[src/rtl/usb_endpoint_table_parser_if.sv]
// Descriptor byte stream: one byte per valid/ready handshake, desc_last marks the final byte.
interface usb_endpoint_table_parser_if;
    logic [7:0] desc_data;
    logic       desc_valid;
    logic       desc_last;
    logic       desc_ready;

    modport master (output desc_data, output desc_valid, output desc_last, input desc_ready);
    modport slave  (input desc_data, input desc_valid, input desc_last, output desc_ready);
endinterface

[src/rtl/usb_endpoint_table_parser.sv]
// USB configuration descriptor walker: collects endpoints of matching interfaces
// into a small register table read by the transfer scheduler.
// Build option: USB_EPT_ALTSET_FILTER_EN restricts interface matches to bAlternateSetting 0.
module usb_endpoint_table_parser #(
    parameter int unsigned MAX_ENDPOINTS = 4,
    parameter int unsigned IDX_W         = 2
) (
    input  logic                       clk,
    input  logic                       rst_n,
    input  logic                       enable,
    usb_endpoint_table_parser_if.slave stream,
    input  logic [7:0]                 filter_class,
    input  logic [7:0]                 filter_subclass,
    input  logic [7:0]                 filter_protocol,
    input  logic [3:0]                 filter_type_mask,
    input  logic [1:0]                 filter_dir_mode,
    output logic                       done,
    output logic                       error,
    output logic                       overflow,
    output logic [IDX_W:0]             ep_count,
    input  logic [IDX_W-1:0]           rd_idx,
    output logic [3:0]                 rd_number,
    output logic                       rd_dir,
    output logic [1:0]                 rd_type,
    output logic [10:0]                rd_max_packet,
    output logic [7:0]                 rd_interval,
    output logic [7:0]                 rd_iface_num,
    output logic [7:0]                 rd_iface_protocol
);
    localparam int unsigned CNT_W = IDX_W + 1;

    typedef enum logic [1:0] {S_IDLE, S_RUN, S_DONE, S_ERROR} state_t;

    typedef struct packed {
        logic [3:0]  number;
        logic        dir;
        logic [1:0]  xfer_type;
        logic [10:0] max_packet;
        logic [7:0]  interval;
        logic [7:0]  iface_num;
        logic [7:0]  iface_protocol;
    } entry_t;

    state_t      state, state_next;
    logic        ready_q;

    logic [7:0]  offset, blen, dtype;
    logic [15:0] byte_cnt, wtotal;
    logic        first_desc, match_flag;
    logic [7:0]  if_num, if_class, if_sub, if_proto;
`ifdef USB_EPT_ALTSET_FILTER_EN
    logic [7:0]  if_alt;
`endif
    logic [3:0]  ep_number;
    logic        ep_dir;
    logic [1:0]  ep_type;
    logic [7:0]  ep_mps_lo;
    logic [2:0]  ep_mps_hi;
    entry_t      table_q [MAX_ENDPOINTS];

    logic        accept, clear, take, wr, set_ovf;
    logic [7:0]  cur_len, cur_type;
    logic [15:0] cnt_next;
    logic        desc_end, stream_end, table_full;
    logic        iface_ok, type_ok, dir_ok, ep_hit;
    entry_t      new_entry, rd_entry;

    assign stream.desc_ready = ready_q;

    // Per-byte decode: live length/type on the first two bytes, descriptor/stream end, filters.
    always_comb begin
        accept     = stream.desc_valid & ready_q;
        cur_len    = (offset == 8'd0) ? stream.desc_data : blen;
        cur_type   = (offset == 8'd1) ? stream.desc_data : dtype;
        desc_end   = (offset == cur_len - 8'd1);
        cnt_next   = byte_cnt + 16'd1;
        stream_end = stream.desc_last | ((wtotal != 16'd0) && (cnt_next == wtotal));
        table_full = (ep_count == CNT_W'(MAX_ENDPOINTS));
        iface_ok   = (if_class == filter_class)
                   && ((filter_subclass == 8'hFF) || (if_sub == filter_subclass))
                   && ((filter_protocol == 8'hFF) || (if_proto == filter_protocol));
`ifdef USB_EPT_ALTSET_FILTER_EN
        iface_ok   = iface_ok && (if_alt == 8'd0);
`endif
        type_ok    = filter_type_mask[ep_type];
        case (filter_dir_mode)
            2'b00:   dir_ok = 1'b1;
            2'b01:   dir_ok = ~ep_dir;
            2'b10:   dir_ok = ep_dir;
            default: dir_ok = 1'b0;
        endcase
        ep_hit     = desc_end && (cur_type == 8'h05) && match_flag && type_ok && dir_ok;
        new_entry  = '{number: ep_number, dir: ep_dir, xfer_type: ep_type,
                       max_packet: {ep_mps_hi, ep_mps_lo}, interval: stream.desc_data,
                       iface_num: if_num, iface_protocol: if_proto};
    end

    // Next-state and datapath strobes.
    always_comb begin
        state_next = state;
        clear      = 1'b0;
        take       = 1'b0;
        wr         = 1'b0;
        set_ovf    = 1'b0;
        case (state)
            S_IDLE: begin
                if (enable) begin
                    clear      = 1'b1;
                    state_next = S_RUN;
                end
            end
            S_RUN: begin
                if (!enable) begin
                    state_next = S_IDLE;
                end else if (accept) begin
                    take = 1'b1;
                    if (cur_len < 8'd2) begin
                        state_next = S_ERROR;
                    end else if (stream.desc_last && !desc_end) begin
                        state_next = S_ERROR;
                    end else if (ep_hit && table_full) begin
                        set_ovf    = 1'b1;
                        state_next = S_DONE;
                    end else begin
                        wr = ep_hit;
                        if (stream_end) state_next = S_DONE;
                    end
                end
            end
            default: begin
                if (!enable) state_next = S_IDLE;
            end
        endcase
    end

    // State register with registered handshake/status flags derived from the next state.
    always_ff @(posedge clk or negedge rst_n) begin
        if (!rst_n) begin
            state   <= S_IDLE;
            ready_q <= 1'b0;
            done    <= 1'b0;
            error   <= 1'b0;
        end else begin
            state   <= state_next;
            ready_q <= (state_next == S_RUN);
            done    <= (state_next == S_DONE) || (state_next == S_ERROR);
            error   <= (state_next == S_ERROR);
        end
    end

    // Descriptor walker: offsets, byte count, field latches and table writes.
    always_ff @(posedge clk or negedge rst_n) begin
        if (!rst_n) begin
            offset     <= '0;
            blen       <= '0;
            dtype      <= '0;
            byte_cnt   <= '0;
            wtotal     <= '0;
            first_desc <= 1'b0;
            match_flag <= 1'b0;
            if_num     <= '0;
            if_class   <= '0;
            if_sub     <= '0;
            if_proto   <= '0;
`ifdef USB_EPT_ALTSET_FILTER_EN
            if_alt     <= '0;
`endif
            ep_number  <= '0;
            ep_dir     <= 1'b0;
            ep_type    <= '0;
            ep_mps_lo  <= '0;
            ep_mps_hi  <= '0;
            ep_count   <= '0;
            overflow   <= 1'b0;
            for (int i = 0; i < int'(MAX_ENDPOINTS); i++) table_q[i] <= '0;
        end else if (clear) begin
            offset     <= '0;
            byte_cnt   <= '0;
            wtotal     <= '0;
            first_desc <= 1'b1;
            match_flag <= 1'b0;
            ep_count   <= '0;
            overflow   <= 1'b0;
        end else if (take) begin
            byte_cnt <= cnt_next;
            if (desc_end) begin
                offset     <= '0;
                first_desc <= 1'b0;
            end else begin
                offset <= offset + 8'd1;
            end
            if (offset == 8'd0) blen  <= stream.desc_data;
            if (offset == 8'd1) dtype <= stream.desc_data;
            if (first_desc && (cur_type == 8'h02)) begin
                if (offset == 8'd2) wtotal[7:0]  <= stream.desc_data;
                if (offset == 8'd3) wtotal[15:8] <= stream.desc_data;
            end
            if (cur_type == 8'h04) begin
                case (offset)
                    8'd2: if_num <= stream.desc_data;
`ifdef USB_EPT_ALTSET_FILTER_EN
                    8'd3: if_alt <= stream.desc_data;
`endif
                    8'd5: if_class <= stream.desc_data;
                    8'd6: if_sub   <= stream.desc_data;
                    8'd7: if_proto <= stream.desc_data;
                    default: ;
                endcase
                if (desc_end) match_flag <= iface_ok;
            end
            if (cur_type == 8'h05) begin
                case (offset)
                    8'd2: begin
                        ep_number <= stream.desc_data[3:0];
                        ep_dir    <= stream.desc_data[7];
                    end
                    8'd3: ep_type   <= stream.desc_data[1:0];
                    8'd4: ep_mps_lo <= stream.desc_data;
                    8'd5: ep_mps_hi <= stream.desc_data[2:0];
                    default: ;
                endcase
            end
            if (wr) begin
                table_q[ep_count[IDX_W-1:0]] <= new_entry;
                ep_count <= ep_count + CNT_W'(1);
            end
            if (set_ovf) overflow <= 1'b1;
        end
    end

    // Combinational table read; slots past ep_count read as zero.
    always_comb begin
        rd_entry = '0;
        if (CNT_W'(rd_idx) < ep_count) rd_entry = table_q[rd_idx];
    end

    assign rd_number         = rd_entry.number;
    assign rd_dir            = rd_entry.dir;
    assign rd_type           = rd_entry.xfer_type;
    assign rd_max_packet     = rd_entry.max_packet;
    assign rd_interval       = rd_entry.interval;
    assign rd_iface_num      = rd_entry.iface_num;
    assign rd_iface_protocol = rd_entry.iface_protocol;
endmodule

[src/flat_wrapper.sv]
// flat-port wrapper written by rule: the top's interface ports become plain ports
module usb_endpoint_table_parser_flat 
#(
    parameter int unsigned MAX_ENDPOINTS = 4,
    parameter int unsigned IDX_W         = 2
)
  (clk, rst_n, enable, filter_class, filter_subclass, filter_protocol, filter_type_mask, filter_dir_mode, done, error, overflow, ep_count, rd_idx, rd_number, rd_dir, rd_type, rd_max_packet, rd_interval, rd_iface_num, rd_iface_protocol, stream_desc_data, stream_desc_valid, stream_desc_last, stream_desc_ready);
  usb_endpoint_table_parser_if stream_i ();
  input  logic clk;
  input  logic rst_n;
  input  logic enable;
  input  logic [7:0] filter_class;
  input  logic [7:0] filter_subclass;
  input  logic [7:0] filter_protocol;
  input  logic [3:0] filter_type_mask;
  input  logic [1:0] filter_dir_mode;
  output logic done;
  output logic error;
  output logic overflow;
  output logic [IDX_W:0] ep_count;
  input  logic [IDX_W-1:0] rd_idx;
  output logic [3:0] rd_number;
  output logic rd_dir;
  output logic [1:0] rd_type;
  output logic [10:0] rd_max_packet;
  output logic [7:0] rd_interval;
  output logic [7:0] rd_iface_num;
  output logic [7:0] rd_iface_protocol;
  input wire logic [$bits(stream_i.desc_data)-1:0] stream_desc_data;
  input wire logic [$bits(stream_i.desc_valid)-1:0] stream_desc_valid;
  input wire logic [$bits(stream_i.desc_last)-1:0] stream_desc_last;
  output wire logic [$bits(stream_i.desc_ready)-1:0] stream_desc_ready;
  assign stream_i.desc_data = stream_desc_data;
  assign stream_i.desc_valid = stream_desc_valid;
  assign stream_i.desc_last = stream_desc_last;
  assign stream_desc_ready = stream_i.desc_ready;
  usb_endpoint_table_parser #(.MAX_ENDPOINTS(MAX_ENDPOINTS), .IDX_W(IDX_W)) u_core (.clk(clk), .rst_n(rst_n), .enable(enable), .stream(stream_i), .filter_class(filter_class), .filter_subclass(filter_subclass), .filter_protocol(filter_protocol), .filter_type_mask(filter_type_mask), .filter_dir_mode(filter_dir_mode), .done(done), .error(error), .overflow(overflow), .ep_count(ep_count), .rd_idx(rd_idx), .rd_number(rd_number), .rd_dir(rd_dir), .rd_type(rd_type), .rd_max_packet(rd_max_packet), .rd_interval(rd_interval), .rd_iface_num(rd_iface_num), .rd_iface_protocol(rd_iface_protocol));
endmodule
[config.mk]
export PLATFORM = sky130hd
export DESIGN_NAME = usb_endpoint_table_parser_flat
export DESIGN_NICKNAME = d
export VERILOG_FILES = /design/src/rtl/usb_endpoint_table_parser_if.sv /design/src/rtl/usb_endpoint_table_parser.sv /design/src/flat_wrapper.sv
export SDC_FILE = /design/constraint.sdc
export NUM_CORES = 1
export LEC_CHECK = 0
export CORE_MARGIN = 5
export CORE_UTILIZATION = 29
export DETAILED_ROUTE_END_ITERATION = 8
export SETUP_SLACK_MARGIN = 0.5
export SYNTH_ARGS = -nofsm -noshare
export SYNTH_HDL_FRONTEND = slang
export SYNTH_SLANG_ARGS = --single-unit
[constraint.sdc]
create_clock -name clk -period 5.6 [get_ports clk]
set_clock_uncertainty 0.15 [all_clocks]
set_input_delay 1.4 -clock clk [delete_from_list [all_inputs] [get_ports clk]]
set_output_delay 1.4 -clock clk [all_outputs]
set_load 0.01 [all_outputs]
Word level (Yosys, flattened, before mapping)
Cells that the tools add are included.
{"block": "totals", "ff_bits": 285, "elab_cells": 195, "mem_count": 0, "output_inout_bits": 49, "ramBits": 0, "latchBits": 0, "in_bits": 45, "mem_bits_ro": 0}
{"block": "op_classes", "n_bitwise": 6, "shifts": 0, "eq_ne": 24, "mul": 0, "add_sub_neg": 4, "n_reduce_logical": 43, "n_lt_le_gt_ge": 6, "div_mod_pow": 0, "n_mux": 61}
{"operator": "bitwise mux 168 bit", "n": 1}
{"operator": "2-to-1 mux 42 bit", "n": 4}
{"operator": "binary-select mux 42 bit (select 2 bit)", "n": 1}
{"operator": "demux 42 bit (select 2 bit)", "n": 1}
{"operator": "2-to-1 mux 16 bit", "n": 5}
{"operator": "2-to-1 mux 8 bit", "n": 7}
{"operator": "equality test 8 x 3 -> 1 bit, second input constant", "n": 6}
{"operator": "equality test 8 bit", "n": 4}
{"operator": "AND reduction 4 bit", "n": 8}
{"operator": "2-to-1 mux 1 bit", "n": 28}
{"operator": "equality test 8 x 2 -> 1 bit, second input constant", "n": 3}
{"operator": "adder 16 x 1 -> 16 bit, second input constant", "n": 1}
{"operator": "equality test 16 bit", "n": 1}
{"operator": "equality test 8 bit, second input constant", "n": 2}
{"operator": "2-to-1 mux 2 bit", "n": 8}
{"operator": "nonzero test 16 bit", "n": 1}
{"operator": "nonzero test 2 bit", "n": 8}
{"operator": "AND reduction 3 bit", "n": 4}
{"operator": "logical AND 1 bit", "n": 11}
{"operator": "2-to-1 mux 3 bit", "n": 3}
{"operator": "adder 8 x 1 -> 8 bit, second input constant", "n": 1}
{"operator": "equality test 8 x 1 -> 1 bit, second input constant", "n": 1}
{"operator": "zero test 8 bit", "n": 1}
{"operator": "< comparator 8 x 2 -> 1 bit, second input constant", "n": 1}
{"operator": "20 further kinds", "n": 33}

Depth between registers and ports, before layout
{"block": "depth", "ltp_word": 18, "ltp_mapped": 15, "ltp_nobuf": 13}

Worst setup path before layout
No wires, ideal clock.
{"block": "synth_path", "path_type": "input -> output", "start": "input port rd_idx[0]", "end": "output port rd_interval[1]", "path_slack_ns": 1.140, "t_arrival_ns": 2.910, "path_buffers": 2, "required_ns": 4.050, "path_stages": 4, "path_cell_list": "clkbuf_1 -> buf_1 -> mux4_2 -> nor2b_1"}
{"block": "synth_via", "elab_chain_len": 5, "word_cells_on_any_way": 6, "cone_classes": "order compare (1); mux (4); bitwise (1)"}
{"element": "from (decl)", "line_no": "flat_wrapper.sv:21", "text": "input logic [IDX_W-1:0] rd_idx;"}
{"element": "inverter 2 -> 3 bit (implied by the code)", "line_no": "usb_endpoint_table_parser.sv:234", "text": "if (CNT_W'(rd_idx) < ep_count) rd_entry = table_q[rd_idx];"}
{"element": "binary-select mux 42 bit (select 2 bit)", "line_no": "usb_endpoint_table_parser.sv:234"}
{"element": "2-to-1 mux 42 bit (implied by the code) (2 in a row)", "line_no": "usb_endpoint_table_parser.sv:234"}
{"element": "2-to-1 mux 42 bit *", "line_no": "usb_endpoint_table_parser.sv:234"}
{"element": "to (decl)", "line_no": "flat_wrapper.sv:26", "text": "output logic [7:0] rd_interval;"}
Mark *: on every way between the ends. The rest lies on a longest branch, timed or not. The select of a mux whose other input is x is not followed.

Worst setup path in the final report
{"block": "layout_path", "start": "input port rd_idx[0]", "end": "output port rd_iface_num[1]"}
{"block": "layout_via", "elab_chain_len": 5, "word_cells_on_any_way": 6, "cone_classes": "order compare (1); mux (4); bitwise (1)"}
{"element": "inverter 2 -> 3 bit (implied by the code)", "line_no": "usb_endpoint_table_parser.sv:234"}
{"element": "binary-select mux 42 bit (select 2 bit)", "line_no": "usb_endpoint_table_parser.sv:234"}
{"element": "2-to-1 mux 42 bit (implied by the code) (2 in a row)", "line_no": "usb_endpoint_table_parser.sv:234"}
{"element": "2-to-1 mux 42 bit *", "line_no": "usb_endpoint_table_parser.sv:234"}
{"element": "to (decl)", "line_no": "flat_wrapper.sv:27", "text": "output logic [7:0] rd_iface_num;"}
Marked as above.

==> results.py <==
metrics = {
    "status": {
        "status": "complete, no violations",
    },
    "detailed_routing": {
        "drt-pass1-iter-count": 5,
        "wl_um": 36700,
        "via_count": 9311,
        "via_per_inst": 4.94,
        "drt-initial-drc-count": 664,
        "drc": 0,
        "ant_nets": 0,
        "avgRoutedWirePerCell_um": 19.5,
    },
    "sta": {
        "setup_ws_ps": 719,
        "rsz0062_at_grt": "false",
        "slew_headroom_pct": 26.8,
        "whs_ps": 328,
        "final-setup-viol-count": 0,
        "fin_crit_ps": 4880,
        "tns_ps": 0,
        "tightestPinTransition_ps": 1090,
        "slew_viol_final": 0,
        "max_freq_mhz": 205,
        "hold_viol": 0,
        "finalCritPeriodShare_pct": 87.2,
    },
    "min_path": {
        "whs_endpoint": "u_core.table_q[21]$_DFFE_PN0P_",
        "min_path_type": "reg -> reg",
        "min-delay-start": "u_core.table_q[21]$_DFFE_PN0P_",
        "hold_depth": 2,
    },
    "power_and_ir_drop": {
        "power_density_nw_per_um2": 299,
        "peakVddDrop_uv": 195,
        "p_total_mw": 5.12,
        "leakagePower_nw": 7.72,
    },
    "clock_network": {
        "path_clk_slew_ps": 60,
        "holdBufCountCts": 0,
        "cts_resized": 0,
        "root_buffer": "clkbuf_16",
        "clk_latency_ps": 580,
        "cts_tree": "yes",
        "cts.sinks": 285,
        "cts_buffer_depth": 3,
        "cts_buffers": 30,
        "cts_setup_buffers": 0,
        "h-tree-depth": 1,
    },
    "yosys": {
        "yosysWarnings": 0,
        "syn_inst": 1112,
        "yosysUniqueCellTypes": 63,
        "netlist_area_um2": 14200,
        "synthArstFlopShare_pct": 100,
        "ys_ff_latch": 285,
        "synth_nets": 1168,
        "ys_seq_area_share_pct": 50.2,
        "synthFlopType": "dfrtp_1",
        "syn_avg_cell_area_um2": 12.8,
        "synth_edf_count": 0,
    },
    "setup_path": {
        "path_max_fanout": 11,
        "critPathArrivalTime_ps": 3330,
        "required_ps": 4050,
        "reg2reg_from": "u_core.offset[0]$_DFFE_PN0P_",
        "end_kind": "primary output",
        "path_class": "in -> out",
        "startpoint_type": "input pin",
        "r2r-end": "u_core.table_q[156]$_DFFE_PN0P_",
        "r2r_slack_ps": 910,
        "reg2regPathDepth": 13,
    },
    "cells_and_area": {
        "syn2layout_area_growth_pct": 20.6,
        "final_common_cell": "dfrtp_1",
        "mostFrequentLayoutCells": "285 x dfrtp_1, 194 x mux2_2, 90 x clkdlybuf4s50_1",
        "final_cell_area_um2": 17100,
        "postLayoutCoreUtil_pct": 35.1,
        "finalNonFillerCells": 1885,
        "finalNetCount": 1252,
        "drive_gt1_share_pct": 30.7,
    },
    "global_route": {
        "overflow": 0,
        "antenna_found_initial": 0,
        "grt_max_degree": 136,
        "track_usage_pct": 13.4,
        "grt_pass1_vias": 9607,
        "grt_first_pass_wirelength_um": 57400,
    },
    "floorplanning": {
        "initial_core_util_pct": 29.1,
        "io_pins": 94,
        "die_y_um": 231,
        "core_area_um2": 48700,
        "die_area_um2": 53500,
        "row_count": 81,
        "chipWidth_um": 231,
    },
    "placement": {
        "placed_area_um2": 16000,
        "place_inst": 1828,
        "gp_congestion": 0.845,
        "io_buffers": 93,
        "dp_hpwl_um": 24100,
        "place_ws_ps": 600,
    },
    "flow_run": {
        "max-cap-violations": 0,
    },
}
per-layer routing:
layer  part of all wire (%)  routed length, um  GRT usage [%]
met5                      0                  0              0
met4                    2.0                751           3.27
met3                    4.1               1500           2.12
met2                     48              17600           22.0
met1                     46              16800           18.8
layout make-up:
| class | instances | area (um2) |
|---|---|---|
| Fill cell | 4810 | 31600 |
| Sequential cell | 285 | 7130 |
| Multi-Input combinational cell | 740 | 6740 |
| Timing Repair Buffer | 123 | 1210 |
| Clock buffer | 38 | 851 |
| Tap cell | 664 | 831 |
| Clock inverter | 18 | 302 |
| Inverter | 16 | 60.1 |
| Antenna cell | 1 | 2.50 |
state kept, by name (all words and copies together), names as in the netlist, 4 cells and up:
signal and cells:
u_core.blen 8, u_core.byte_cnt 16, u_core.dtype 8, u_core.ep_mps_lo 8, u_core.ep_number 4, u_core.if_class 8
u_core.if_num 8, u_core.if_proto 8, u_core.if_sub 8, u_core.offset 8, u_core.table_q 168, u_core.wtotal 16
cells by family (layout without fill, tap and decap cells):
kind of cell | count (synthesis) | in the layout | share of synthesized area, %
adder cells (fa/ha/maj) | 11 | 11 | 0.969
AO/OA/AOI/OAI | 92 | 92 | 4.16
flip-flops | 285 | 285 | 50.2
buffers and inverters | 87 | 195 | 2.58
XOR/XNOR | 55 | 55 | 3.49
other | 0 | 1 | 0
multiplexers | 299 | 299 | 27.7
AND/OR/NAND/NOR | 283 | 283 | 10.9
worst max-delay path by stage:
stage,startpoint,endpoint,slack [ps],depth (start not counted)
global route,rd_idx[0],rd_iface_num[2],560,6
detailed placement,stream_desc_data[1],u_core.table_q[65]$_DFFE_PN0P_,600,11
global placement,stream_desc_data[1],u_core.table_q[164]$_DFFE_PN0P_,620,11
CTS,rd_idx[0],rd_iface_num[2],640,6
finish,rd_idx[0],rd_iface_num[1],720,5
floorplan,rd_idx[0],rd_interval[1],1140,4
synth_stat cells (3+ instances only):
| library cell | n | share of area [%] |
|---|---|---|
| ha_1 | 11 | 0.97 |
| nand4_1 | 13 | 0.57 |
| or4_1 | 4 | 0.21 |
| buf_1 | 7 | 0.19 |
| nor3b_1 | 7 | 0.37 |
| mux2_2 | 194 | 15 |
| a21oi_1 | 11 | 0.39 |
| buf_6 | 4 | 0.32 |
| inv_1 | 16 | 0.42 |
| nor2b_1 | 50 | 2.2 |
| a2111oi_0 | 3 | 0.19 |
| or3_1 | 7 | 0.31 |
| xor2_1 | 28 | 1.7 |
| o41ai_1 | 3 | 0.19 |
| and3_1 | 5 | 0.22 |
| nand2_1 | 45 | 1.2 |
| a31oi_1 | 7 | 0.31 |
| o211ai_1 | 3 | 0.16 |
| and2_1 | 10 | 0.44 |
| nand2b_1 | 5 | 0.22 |
| mux2i_1 | 29 | 2.0 |
| o21ai_0 | 37 | 1.3 |
| mux2_4 | 33 | 3.5 |
| mux4_2 | 43 | 6.8 |
| nand3b_1 | 3 | 0.16 |
| nor2_1 | 47 | 1.2 |
| nor4_1 | 18 | 0.79 |
| o31ai_1 | 5 | 0.26 |
| a211oi_1 | 3 | 0.16 |
| dfrtp_1 | 285 | 50 |
| o311ai_0 | 3 | 0.19 |
| xnor2_1 | 26 | 1.6 |
| nor3_1 | 20 | 0.70 |
| nand4b_1 | 4 | 0.25 |
| nand3_1 | 33 | 1.2 |
| clkbuf_1 | 56 | 1.5 |
power by group:
group	internal (mW)	leakage, nW	switching (mW)
Clock	1.40	0.560	0.868
Sequential	2.12	3.95	0.0917
Combinational	0.264	3.21	0.377
Total	3.79	7.72	1.34
worst max-delay path, stage by stage:
cell	delay, ps
buf_2	360
buf_4	350
mux4_2	580
nor2b_1	150
clkdlybuf4s50_1	480
Note: power is estimated with default switching activity, not from simulation.
